File: src/rtl/uart_byte_fifo.sv
// Byte FIFO between the UART receiver and transmitter; replays bytes over a start/done handshake.
// Define UART_FIFO_OVF_CNT_EN to add the saturating ovf_cnt output.
module uart_byte_fifo #(
  parameter  int DEPTH = 16,
  localparam int AW    = $clog2(DEPTH)
) (
  input  logic        clk,
  input  logic        rst,
  input  logic [7:0]  in_word,
  input  logic        in_valid,
  input  logic        hold,
  input  logic        tx_done,
  output logic [7:0]  tx_word,
  output logic        tx_start,
  output logic [AW:0] count,
  output logic        empty,
  output logic        full,
  output logic        overflow
`ifdef UART_FIFO_OVF_CNT_EN
  ,
  output logic [7:0]  ovf_cnt
`endif
);

  typedef enum logic [1:0] {
    ST_IDLE = 2'd0,
    ST_LOAD = 2'd1,
    ST_SEND = 2'd2,
    ST_GAP  = 2'd3
  } state_t;

  localparam logic [AW:0]   CNT_ONE  = (AW+1)'(1'b1);
  localparam logic [AW:0]   CNT_FULL = {1'b1, {AW{1'b0}}};
  localparam logic [AW-1:0] PTR_ONE  = AW'(1'b1);

  logic          in_valid_q_r;
  logic          tx_done_q_r;
  logic          wr_evt_s;
  logic          done_evt_s;
  logic          pop_s;
  logic          wr_drop_s;
  logic          wr_acc_s;
  logic [AW:0]   count_nxt_s;
  logic [AW-1:0] wr_ptr_r;
  logic [AW-1:0] rd_ptr_r;
  logic [7:0]    mem_r [DEPTH];
  state_t        state_r;
  state_t        state_nxt_s;
  logic          tx_start_nxt_s;
  logic          load_s;

  // Edge-detect history; reset high so a level already present at release is ignored.
  always_ff @(posedge clk or posedge rst) begin
    if (rst) begin
      in_valid_q_r <= 1'b1;
      tx_done_q_r  <= 1'b1;
    end else begin
      in_valid_q_r <= in_valid;
      tx_done_q_r  <= tx_done;
    end
  end

  // Write/pop events; a write into a full FIFO survives only if a pop frees a slot on the same edge.
  always_comb begin
    wr_evt_s   = in_valid & ~in_valid_q_r;
    done_evt_s = tx_done & ~tx_done_q_r;
    pop_s      = done_evt_s & (state_r == ST_SEND);
    wr_drop_s  = wr_evt_s & full & ~pop_s;
    wr_acc_s   = wr_evt_s & ~wr_drop_s;
    case ({wr_acc_s, pop_s})
      2'b10:   count_nxt_s = count + CNT_ONE;
      2'b01:   count_nxt_s = count - CNT_ONE;
      default: count_nxt_s = count;
    endcase
  end

  // Byte storage, intentionally not reset.
  always_ff @(posedge clk) begin
    if (wr_acc_s) begin
      mem_r[wr_ptr_r] <= in_word;
    end
  end

  // Pointers wrap naturally at DEPTH; occupancy flags come from the count, not pointer equality.
  always_ff @(posedge clk or posedge rst) begin
    if (rst) begin
      wr_ptr_r <= {AW{1'b0}};
      rd_ptr_r <= {AW{1'b0}};
      count    <= {(AW+1){1'b0}};
      empty    <= 1'b1;
      full     <= 1'b0;
      overflow <= 1'b0;
    end else begin
      if (wr_acc_s) wr_ptr_r <= wr_ptr_r + PTR_ONE;
      if (pop_s)    rd_ptr_r <= rd_ptr_r + PTR_ONE;
      count    <= count_nxt_s;
      empty    <= (count_nxt_s == {(AW+1){1'b0}});
      full     <= (count_nxt_s == CNT_FULL);
      overflow <= wr_drop_s;
    end
  end

  // Replay FSM state register.
  always_ff @(posedge clk or posedge rst) begin
    if (rst) begin
      state_r <= ST_IDLE;
    end else begin
      state_r <= state_nxt_s;
    end
  end

  // Next state; GAP waits for tx_done to fall so a held done cannot complete the next byte.
  always_comb begin
    state_nxt_s = state_r;
    case (state_r)
      ST_IDLE: begin
        if (!empty && !hold) state_nxt_s = ST_LOAD;
        else                 state_nxt_s = ST_IDLE;
      end
      ST_LOAD: state_nxt_s = ST_SEND;
      ST_SEND: begin
        if (done_evt_s) state_nxt_s = ST_GAP;
        else            state_nxt_s = ST_SEND;
      end
      ST_GAP: begin
        if (!tx_done) state_nxt_s = ST_IDLE;
        else          state_nxt_s = ST_GAP;
      end
      default: state_nxt_s = ST_IDLE;
    endcase
  end

  // FSM output decode, registered below so tx_start is glitch-free.
  always_comb begin
    tx_start_nxt_s = (state_nxt_s == ST_SEND);
    load_s         = (state_r == ST_LOAD);
  end

  // Transmitter-facing output registers.
  always_ff @(posedge clk or posedge rst) begin
    if (rst) begin
      tx_start <= 1'b0;
      tx_word  <= 8'h00;
    end else begin
      tx_start <= tx_start_nxt_s;
      if (load_s) tx_word <= mem_r[rd_ptr_r];
    end
  end

`ifdef UART_FIFO_OVF_CNT_EN
  // Saturating count of dropped bytes.
  always_ff @(posedge clk or posedge rst) begin
    if (rst) begin
      ovf_cnt <= 8'h00;
    end else if (wr_drop_s && (ovf_cnt != 8'hFF)) begin
      ovf_cnt <= ovf_cnt + 8'h01;
    end
  end
`endif

endmodule

File: config.mk
export PLATFORM = sky130hd
export DESIGN_NAME = uart_byte_fifo
export DESIGN_NICKNAME = d
export VERILOG_FILES = /design/src/rtl/uart_byte_fifo.sv
export SDC_FILE = /design/constraint.sdc
export NUM_CORES = 1
export LEC_CHECK = 0
export CAP_MARGIN = 20
export CORE_ASPECT_RATIO = 0.8
export CORE_MARGIN = 2
export CORE_UTILIZATION = 50
export CTS_BUF_LIST = sky130_fd_sc_hd__clkbuf_8
export DETAILED_ROUTE_END_ITERATION = 8
export PLACE_DENSITY = 0.79
export RECOVER_POWER = 100
export SLEW_MARGIN = 5
export SYNTH_ARGS = -nofsm -noshare
export SYNTH_HDL_FRONTEND = slang
export SYNTH_SLANG_ARGS = --single-unit
File: constraint.sdc
create_clock -name clk -period 4.6 [get_ports clk]
set_input_delay 0.69 -clock clk [delete_from_list [all_inputs] [get_ports clk]]
set_output_delay 0.69 -clock clk [all_outputs]
set_load 0.01 [all_outputs]
==> run metrics <==
status=complete, but fails checks; failing checks=max-capacitance violations, max-slew violations; global route overflow=0; n_diodes=0; Met3 Wirelength=637 um; final period utilization=0.743; vias in the first global route=3172; Peak VDD IR=260 uV; leak pwr=0.00244 uW; Max Clk Rate=293 MHz; WS Path Type=register to register; # placed instances=521; Mapped Nets=351; # DRC=0; vias per inst=5.70; final weighted congestion in routability-driven placement=0.826; max_cap viols=1; initial antenna violation count=0; Final Non-Filler Cells=553; syn avg cell area=19.2 sq um; Async SR Flop Fraction=0.185; Pwr Total=3930 uW; HP Class=register to register; crit path DAT=3.73 ns; synth unique cells=42; cts repair resizes=0; post-synth top area share=0.609; Post-Syn Area=0.00631 sq mm; Starting Density=0.515; Worst-path clk slew=0.08 ns; die height=104 um; top cells by area, synth=edfxtp_1 (61%), dfrtp_1 (10%), mux4_2 (9.3%); Worst Setup Start Kind=register; endpoints failing setup=0; largest net degree at the start of global routing=30; relative slew slack=-0.0967; Tot GR Track Use=0.187; most frequent cell after synthesis=edfxtp_1; TritonCTS clock tree=yes; core area=0.0123 sq mm; Critical Path Start=rd_ptr_r[0]; post-synthesis sequential area ratio=0.725; worst endpoint required time=4.91 ns; IO Port Bufs=29; nets=391; routed metal-1 wirelength=5460 um; final setup TNS=0 ns; Slew Limit Fails=30; flop2flop setup slack=1.18 ns; Tmin final=3.42 ns; TritonCTS Sinks=157; R2R depth=5; Ys Warns=0; worst r2r dst=tx_word[4]; endpoints failing hold=0; EDFF count, synth=128; RSZ-0062 raised after global routing=false; final WL=11600 um; uppermost layer routed=met4; hold buffers post-CTS=0; die area=0.0135 sq mm; final core utilization=0.581; first-pass GRT wire length=18500 um; Clock Tree Buf Depth=2; top cells by count, synth=edfxtp_1 (128), dfrtp_1 (26), mux4_2 (26); Layout area overhead=12.8%; via count=3150; pwr dens=552 mW/mm^2; Post-Place Cell Area=0.00678 sq mm; Final Skew=0.0127 ns; Slew @ Worst Pin=1.65 ns; met2 wire length=5360 um; Top FF cell, synth=edfxtp_1; Iter 0 DRT Violations=306; CP endpoint=tx_word[4]; clock buffer count from CTS=17; Gate Count Post-Synth=329; post-CTS setup buffers=0; clock latency on the worst-skew pair=0.43 ns; I/O pin cnt=30; die width=130 um; post-route cell area=0.00711 sq mm; share of cells above drive strength 1=0.178; antenna-violating nets left=0; H-tree depth=4; Post-DP HPWL=7270 um; worst flop-to-flop path startpoint=rd_ptr_r[0]; CTS Root Cell=clkbuf_8; endpoint class of the critical path=register; drt wl/cell=21.0 um; drt pass-1 iters=6; #FFs+latches synth=157; worst-path fanout max=25; post-synth top area cell=edfxtp_1; std cell rows=36
[layout make-up]
class                   count  area (sq um)
clock buffers              17           234
clock inverters            15           135
fillers                   920          5140
inverters                   4          15.0
multi-input cells         153          1630
flip-flops and latches    157          4570
well taps                 171           214
repair buffers             36           317
[per-stage QoR]
stage | setup slack [ns] | hold slack (ns)
6_report | 1.18 | 0.502
3_5_place_dp | 1.30 | 0.492
4_1_cts | 1.75 | 0.510
5_1_grt | 0.804 | 0.544
3_3_place_gp | 1.43 | 0.492
2_1_floorplan | 2.14 | 0.534
[critical path: stages (launching register included)]
cell and delay [ns]:
dfrtp_1 1.31, clkbuf_1 0.75, mux4_1 0.64, mux2i_1 0.18, nor3_1 0.10, a221o_1 0.31
[sequential cells by signal, summed over array words and instances (netlist names)]
| name | count |
|---|---|
| rd_ptr_r | 4 |
| tx_start | 1 |
| mem_r | 128 |
| state_r | 2 |
| tx_word | 8 |
| tx_done_q_r | 1 |
| wr_ptr_r | 4 |
| count | 5 |
| in_valid_q_r | 1 |
| empty | 1 |
| overflow | 1 |
| full | 1 |
[worst min-delay path by stage]
stage          startpoint  depth (start not counted)         end  slack [ns]
6_report       tx_word[6]                          2  tx_word[6]        0.50
5_1_grt        tx_word[6]                          2  tx_word[6]        0.54
4_1_cts        tx_word[6]                          2  tx_word[6]        0.51
3_5_place_dp   tx_word[6]                          2  tx_word[6]        0.49
3_3_place_gp   tx_word[7]                          2  tx_word[7]        0.49
2_1_floorplan  tx_word[6]                          2  tx_word[6]        0.53
[power by group]
part	total [uW]	switching, uW	internal [uW]
Sequential	1960	256	1700
Clock	958	523	435
Combinational	1010	431	580
[cell usage in the layout (no fill, tap or decap), drive strengths merged, types with 10 or more instances in the layout]
cell type,instances
edfxtp,128
mux4,32
dlygate4sd3,28
dfrtp,26
clkbuf,24
nor2,20
mux2i,13
nor3,12
nand2,12
inv,10
[cell families after synthesis]
group                      after synthesis  synth area share
adders and majority gates                9            0.0190
xor gates and xnor gates                 9            0.0125
AOI/OAI and AO/OA                       19            0.0242
buffers and inverters                   19            0.0161
DFF                                    157             0.725
muxes                                   53             0.153
and+or+nand+nor                         63            0.0498
[metal layers]
metal | vias to the layer above | track usage
li1 | 1392 | -
met1 | 1652 | 0.279
met2 | 95 | 0.276
met3 | 11 | 0.0442
met4 | 0 | 0.0561
met5 | - | 0
(Power assumes the default switching activity.)
==> RTL change, RTL diff (same settings) <==
The option `UART_FIFO_OVF_CNT_EN` is turned on by a define.
--- a/src/rtl/uart_byte_fifo.sv
+++ b/src/rtl/uart_byte_fifo.sv
@@ -1,5 +1,7 @@
 // Byte FIFO between the UART receiver and transmitter; replays bytes over a start/done handshake.
 // Define UART_FIFO_OVF_CNT_EN to add the saturating ovf_cnt output.
+`define UART_FIFO_OVF_CNT_EN
+
 module uart_byte_fifo #(
   parameter  int DEPTH = 16,
   localparam int AW    = $clog2(DEPTH)
Behaviour (old outputs only; new: ovf_cnt): unchanged (equiv_simple and equiv_induct, registers matched by name and starting in step).
==> RTL change against the unedited design <==
The run still ends with capacitance limit, slew limit left. Synthesized area is 6.3% higher. Final area is 7.4% higher. Synthesized cell count is 7.3% higher. Power is 7.7% higher. First-iteration DRC count is 40% higher. Routed wire length is 14% higher. Via count is 7.5% higher. Worst setup slack better by 270 ps. Cell count is 6.1% higher. Sequential cell count is 8 higher. Critical path type is now input pin to flop.
==> RTL change: results (changes against the unedited design) <==
| Metric | Value |
|---|---|
| VDD IR max | `0.244 mV (-6.3%)` |
| Failing checks | `capacitance limit, slew limit` |
| Worst slew pin tran | `2090 ps (+446 ps)` |
| Max Cap Viol | `1 (unchanged)` |
| Lkg Pwr | `2.70 nW (+11%)` |
| Layout Skew | `9.29 ps (-3.37 ps)` |
| Top cells by count, synth | `128 x edfxtp_1, 34 x dfrtp_1, 27 x mux4_2` |
| Max Slew Vio Count | `38 (+27%)` |
| Top Registers | `mem_r x128, ovf_cnt x8, tx_word x8` |
| Drt first pass iters | `5 (-1)` |
| Register area share after synthesis | `71.2% (-1.3 points)` |
| First-pass GRT wire length | `20.8 mm (+12%)` |
| Tot GR Track Use | `20.3% (+1.6 points)` |
| Post-DP HPWL | `8.86 mm (+22%)` |
| Port bufs | `37 (+28%)` |
| Largest net degree at the start of global routing | `38 (+27%)` |
| Place WS | `1330 ps (+34.8 ps)` |
| Placed Area | `0.00727 sq mm (+7.2%)` |
| Placed Instances | `555 (+6.5%)` |
| Cell count after synthesis | `353 (+7.3%)` |
| Drt initial violations | `429 (+40%)` |
| Delay-heaviest family, CP | `simple AND/OR/NAND/NOR gates` |
| Synth unique cells | `44 (+4.8%)` |
| Top cells by area, synth | `edfxtp_1 57%, dfrtp_1 13%, mux4_2 9.1%, mux4_1 2.0%, xnor2_1 1.8%` |
| Post-Route WL | `13.3 mm (+14%)` |
| Slowest CP cell | `dlygate4sd3_1` |
| Vias | `3385 (+7.5%)` |
| Outcome | `finished, violations left` |
| CP max FO | `12 (-52%)` |
| Syn_nets | `376 (+7.1%)` |
| Crit path DAT | `3230 ps (-500 ps)` |
## RTL change: cell count changes after synthesis, sizes merged, moves of 2 or more
cell / delta
dfrtp: +8
xnor2: +6
and3: +3
nand4: +3
clkbuf: -3
nor2: -11
mux2: +2
and2: +12
buf: +3
nor3: -3
nand2b: -2
and4: +4
## RTL change: final cells by class
type / instances / area (sq um)
Timing Repair Buffer: 42 / 433
Clock buffer: 17 / 234
Tap cell: 175 / 219
Inverter: 4 / 15.0
Fill cell: 951 / 5320
Clock inverter: 15 / 164
Sequential cell: 165 / 4770
Multi-Input combinational cell: 169 / 1800
## RTL change: layer usage
layer / part of all wire [%] / vias up / wire (um) / global-route usage, %
met1: 44 / 1749 / 5870 / 28.4
met4: 1.2 / 0 / 153 / 6.31
li1: - / 1499 / - / -
met2: 47 / 123 / 6290 / 31.1
met5: 0 / - / 0 / 0
met3: 7.1 / 14 / 946 / 6.12
## RTL change: path summary, 6_finish.rpt
kind	startpoint	cells past startpoint	slack (ps)	end
max in group asynchronous	rst	3	1950	count[3]
hold / removal	ovf_cnt[6]	1	500	ovf_cnt[6]
setup reg to reg	state_r[0]	5	1830	mem_r[0][6]
setup / recovery	tx_done	6	1450	mem_r[0][6]
hold reg to reg	ovf_cnt[6]	1	500	ovf_cnt[6]
min in group asynchronous	rst	3	1450	tx_word[2]
## RTL change: power breakdown
| group | switching [mW] | internal, mW |
|---|---|---|
| sequential | 0.253 | 1.78 |
| clock | 0.514 | 0.531 |
| combinational | 0.511 | 0.641 |
| total | 1.28 | 2.96 |
## RTL change: cell families after synthesis
logic type                 share of synthesized area (%)
DFF                                                 71.2
and+or+nand+nor                                     6.09
AOI/OAI and AO/OA                                   2.41
xor gates and xnor gates                            2.09
adders and majority gates                           1.98
muxes                                               14.6
buffers and inverters                               1.66
## RTL change: worst reg2reg max path, stage by stage, from the launching register on
cell,delay [ps]
dfrtp_1,440
nand4bb_1,350
a21oi_1,230
clkbuf_1,430
nor3b_1,450
and2_0,530
